[src/rtl/fetch_stage.sv]
// fetch_stage: RV32I instruction-fetch front end with PC, instruction buffer and redirect handling.
// Ports:
//   clk, rst_n                  clock (rising edge), asynchronous active-low reset
//   imem_req, imem_addr         fetch request and address to the synchronous instruction memory
//   imem_rdata                  instruction word returned one cycle after the request
//   redirect_en, redirect_pc    PC change from execute (target low two bits ignored)
//   valid_d, ready_d            handshake towards decode
//   instr_d, pc_d, pcplus4_d    head-of-buffer instruction, its PC and PC+4 (zero when empty)
module fetch_stage #(
    parameter int ADDRESS_WIDTH = 32,
    parameter int DEPTH = 4,
    parameter logic [ADDRESS_WIDTH-1:0] RESET_PC = '0
) (
    input  logic                     clk,
    input  logic                     rst_n,
    output logic                     imem_req,
    output logic [ADDRESS_WIDTH-1:0] imem_addr,
    input  logic [ADDRESS_WIDTH-1:0] imem_rdata,
    input  logic                     redirect_en,
    input  logic [ADDRESS_WIDTH-1:0] redirect_pc,
    output logic                     valid_d,
    input  logic                     ready_d,
    output logic [ADDRESS_WIDTH-1:0] instr_d,
    output logic [ADDRESS_WIDTH-1:0] pc_d,
    output logic [ADDRESS_WIDTH-1:0] pcplus4_d
);
    localparam int PW = $clog2(DEPTH);
    localparam int CW = PW + 1;
    localparam logic [CW:0] LIMIT = (CW+1)'(DEPTH);
    logic [ADDRESS_WIDTH-1:0] pc, inflight_pc;
    logic                     inflight;
    logic [PW-1:0]            rd_ptr, wr_ptr;
    logic [CW-1:0]            count;
    logic [CW:0]              used;
    logic [ADDRESS_WIDTH-1:0] instr_mem [DEPTH];
    logic [ADDRESS_WIDTH-1:0] pc_mem [DEPTH];
    logic                     push, pop;
    // Credit rule: buffered plus outstanding entries never exceed DEPTH, so a push always has room.
    assign used      = {1'b0, count} + {{CW{1'b0}}, inflight};
    assign imem_req  = rst_n && !redirect_en && (used < LIMIT);
    assign imem_addr = pc;
    // A response during a redirect cycle is wrong-path; inflight is cleared so the next one is dropped too.
    assign push      = inflight && !redirect_en;
    assign valid_d   = count != '0;
    assign pop       = valid_d && ready_d && !redirect_en;
    assign instr_d   = valid_d ? instr_mem[rd_ptr] : '0;
    assign pc_d      = valid_d ? pc_mem[rd_ptr] : '0;
    assign pcplus4_d = valid_d ? pc_mem[rd_ptr] + ADDRESS_WIDTH'(4) : '0;
    always_ff @(posedge clk or negedge rst_n) begin
        if (!rst_n) begin
            pc          <= RESET_PC;
            inflight    <= 1'b0;
            inflight_pc <= '0;
            rd_ptr      <= '0;
            wr_ptr      <= '0;
            count       <= '0;
        end else if (redirect_en) begin
            pc       <= {redirect_pc[ADDRESS_WIDTH-1:2], 2'b00};
            inflight <= 1'b0;
            rd_ptr   <= '0;
            wr_ptr   <= '0;
            count    <= '0;
        end else begin
            inflight <= imem_req;
            if (imem_req) begin
                pc          <= pc + ADDRESS_WIDTH'(4);
                inflight_pc <= pc;
            end
            if (push) wr_ptr <= wr_ptr + PW'(1);
            if (pop) rd_ptr <= rd_ptr + PW'(1);
            count <= count + CW'(push) - CW'(pop);
        end
    end
    always_ff @(posedge clk) begin
        if (push) begin
            instr_mem[wr_ptr] <= imem_rdata;
            pc_mem[wr_ptr]    <= inflight_pc;
        end
    end
endmodule

[config.mk]
export PLATFORM = sky130hd
export DESIGN_NAME = fetch_stage
export DESIGN_NICKNAME = d
export VERILOG_FILES = /design/src/rtl/fetch_stage.sv
export SDC_FILE = /design/constraint.sdc
export NUM_CORES = 1
export LEC_CHECK = 0
export BUFFER_PORTS_ARGS = -buffer_cell sky130_fd_sc_hd__buf_4
export CAP_MARGIN = 10
export CORE_MARGIN = 2
export CORE_UTILIZATION = 45
export DETAILED_ROUTE_END_ITERATION = 10
export HOLD_SLACK_MARGIN = 0.08
export PLACE_DENSITY_LB_ADDON = 0.1
export SYNTH_ARGS = -nofsm -noshare
export SYNTH_HDL_FRONTEND = slang
export SYNTH_SLANG_ARGS = --single-unit
[constraint.sdc]
create_clock -name clk -period 2.4 [get_ports clk]
set_input_delay 0.12 -clock clk [delete_from_list [all_inputs] [get_ports clk]]
set_output_delay 0.12 -clock clk [all_outputs]
set_load 0.005 [all_outputs]
==> flow_summary.json <==
{
  "status": "finished, violations left",
  "violations": "setup timing",
  "path_clk_slew_ps": 60,
  "synthAdderAreaFrac_pct": 0.980,
  "p_switching_mw": 4.95,
  "slowest_stage": "dfrtp_4",
  "yosys.area_share.simple_pct": 10.5,
  "startpoint": "rd_ptr[0]",
  "cts_tree": "done",
  "vdd_drop_max_uv": 655,
  "p_leak_nw": 6.74,
  "numCtsBuffers": 36,
  "r2r-end": "imem_addr[5]",
  "grtUsageTotal_pct": 19.9,
  "drt_iter0_markers": 502,
  "drt_wl_total_um": 30700,
  "postRouteAntennaNets": 0,
  "syn_area_um2": 13500,
  "die_w_um": 177,
  "finalSetupViolCount": 42,
  "synth_top_cell_by_area": "edfxtp_1",
  "ys_warn_count": 0,
  "vias_per_cell": 5.26,
  "setup-tns-final_ps": -16080,
  "synth_top_family_by_area": "multiplexers",
  "worst_slew_pin_slew_ps": 588,
  "drive_above_1_share_pct": 37.9,
  "synth_top_cell_area_share_pct": 55.0,
  "avgSynthCellArea_um2": 16.1,
  "core_area_um2": 29600,
  "r2r_cells": 8,
  "nets": 1281,
  "synth_xor_area_share_pct": 1.55,
  "cp_data_arrival_time_ps": 3080,
  "slew_violations": 0,
  "seq_power_share_pct": 40.1,
  "path_depth": 9,
  "dr_total_vias": 8508,
  "p_int_mw": 12.7,
  "globalplace.congestion": 0.820,
  "slowest_delay_ps": 500,
  "synth_area_leaders": "edfxtp_1 (55%), dfrtp_1 (13%), mux4_2 (7.7%), mux2_2 (3.3%), and2_1 (3.1%)",
  "crit_chain": "buf_6 > buf_4 > mux4_2 > nand4_4 > or3_1 > buf_6 > or4_4 > a21oi_2 > buf_4",
  "clkSinkCount": 316,
  "crit_required_ps": 2280,
  "path_delay_family": "simple AND/OR/NAND/NOR gates",
  "synth_edf_count": 248,
  "rrSetupSlack_ps": 150,
  "hold_path.class": "primary input to async pin",
  "worstSetupEndpoint": "pcplus4_d[31]",
  "drt-pass1-iter-count": 5,
  "switching_share_pct": 28.1,
  "fin_ws_ps": -797,
  "ios": 198,
  "async_reset_ff_share_pct": 21.5,
  "die_h_um": 177,
  "first_global_vias": 8664,
  "io_buffers": 189,
  "relSlewSlack_pct": 60.8,
  "cp-start-kind": "flip-flop",
  "yosysSeqAreaShare_pct": 67.6,
  "wl_per_cell_um": 19.0,
  "ys_ff_latch": 316,
  "crit_buf_inv": 4,
  "synthMuxAreaShare_pct": 14.2,
  "syn_to_final_growth_pct": 34.3,
  "hold_viol": 0,
  "antenna_found_initial": 0,
  "final.setup_skew_ps": 11.8,
  "grt_pass1_wl_um": 48000,
  "powerDensity_nw_per_um2": 968,
  "clockPowerShare_pct": 28.5,
  "num_rows": 63,
  "reg2reg_from": "count[1]",
  "synth_compound_area_share_pct": 2.92,
  "rsz0062_at_grt": "true",
  "clock_latency_ps": 500,
  "clk_path_buf_depth": 3,
  "maxCapViolCount": 0,
  "timing.fmax_ghz": 0.313,
  "cts-root-buf": "clkbuf_16",
  "synth.distinct_cells": 49,
  "drc": 0,
  "grt_start_max_net_pins": 63,
  "power_mw": 17.6,
  "path_class": "flip-flop to output port",
  "start_util_pct": 45.6,
  "htree_levels": 2,
  "combPwrFrac_pct": 31.4,
  "utilization_pct": 61.3,
  "ys.flop_type": "edfxtp_1",
  "n_antenna_cell": 0,
  "die-area_um2": 31500,
  "critPathMaxFanout": 10,
  "grt_overflow": 0,
  "synthCells": 842,
  "place_hpwl_um": 20400,
  "period_share_pct": 133,
  "min_period_ps": 3200,
  "end_kind": "output port"
}
[logic make-up (layout without fill, tap and decap cells)]
kind of cell               after synthesis  count (layout)
buffers and inverters                   60             442
AOI/OAI and AO/OA                       66              66
xor gates and xnor gates                24              24
muxes                                  105             105
other                                    1               6
and+or+nand+nor                        260             260
DFF                                    316             316
adders and majority gates               10              10
[timing repair]
action,in CTS,in global routing
setup buffers,10,1
resized for setup,35,18
hold buffers,78,0
pin swaps,4,2
endpoints found under the setup margin,81,66
hold endpoints to repair,184,0
[worst min path at each step]
stage	from	end	slack, ps	cells past startpoint
after floorplan	rst_n	count[0]	-180	0
after global placement	rst_n	imem_addr[9]	80	1
after detailed placement	rst_n	imem_addr[9]	80	1
after CTS	rst_n	imem_addr[8]	90	2
after global routing	rst_n	imem_addr[11]	130	2
final	rst_n	imem_addr[9]	100	2
[power groups by stage]
stage	Sequential (mW)	Combinational (mW)	Clock, mW
after floorplan	6.97	2.68	0
after global placement	7.19	5.09	0
after detailed placement	7.22	5.11	0
after CTS	7.06	5.55	5.12
after global routing	7.14	6.03	5.36
final	7.06	5.53	5.01
[metal layers]
metal	vias to the layer above	track usage (%)	wire (um)
li1	3973	-	-
met3	63	3.34	1530
met1	4210	26.8	13100
met5	-	0	0
met2	262	33.2	15100
met4	0	6.35	931
[cell usage after synthesis (2+ instances only)]
master / number
mux2_2: 40
ha_1: 9
nand4_1: 15
edfxtp_1: 248
inv_1: 13
buf_4: 8
and2_1: 67
nand2_1: 33
nor2b_1: 2
a21oi_1: 5
buf_1: 4
mux4_2: 46
mux4_1: 15
and3_1: 11
or4_1: 8
clkbuf_1: 26
mux2i_1: 4
nor4_1: 6
and4_1: 4
o31ai_1: 7
dfrtp_1: 68
a31oi_1: 22
nor2_1: 58
nand3_1: 19
or3_1: 16
o21ai_0: 26
or3_2: 2
xor2_1: 12
buf_6: 3
xnor2_1: 12
and2_2: 2
o31a_1: 2
buf_2: 4
nor3_1: 10
[sequential cells by signal, indices dropped and copies added, names as in the netlist]
register / count
instr_mem: 128
pc_mem: 120
rd_ptr: 2
imem_addr: 30
inflight_pc: 30
count: 3
inflight: 1
wr_ptr: 2
[worst reg2reg max path, delay by kind of cell, from the launching register on]
family | cells | cell delay [ps]
flip-flops | 1 | 380
buffers and inverters | 2 | 710
AO/OA/AOI/OAI | 3 | 610
adder cells (fa/ha/maj) | 1 | 210
XOR/XNOR | 1 | 170
AND/OR/NAND/NOR | 1 | 110
[cells in the final DEF (no fill, tap or decap), types with 9 or more instances in the layout]
cell / n
and2_1: 63
buf_4: 263
xnor2_1: 9
mux2_2: 40
dfrtp_1: 66
nand2_1: 31
edfxtp_1: 248
o21ai_0: 24
or3_1: 16
nand4_1: 15
mux4_2: 52
buf_6: 9
a31oi_1: 22
inv_1: 10
nand3_1: 17
dlygate4sd3_1: 78
and3_1: 11
nor2_1: 57
xor2_1: 12
clkbuf_16: 37
mux4_1: 9
clkbuf_1: 12
buf_12: 13
[through the flow]
stage	hold slack (ps)	instance area [um2]	instances	setup slack, ps
after detailed placement	80.2	16000	1466	-319
after global placement	80.8	16000	1466	-311
after global routing	126	18200	1619	-892
after CTS	92.5	18100	1618	-800
final	97.0	18200	1619	-797
after floorplan	-176	13600	847	-36.7
[layout make-up]
cell class,count,area (um2)
multi-input cells,471,4260
clock inverters,14,96.3
inverters,14,52.6
repair buffers,364,3130
fillers,2303,11500
clock buffers,50,985
well taps,390,488
flip-flops and latches,316,9150
No activity file was read; power rests on OpenSTA's default activity.
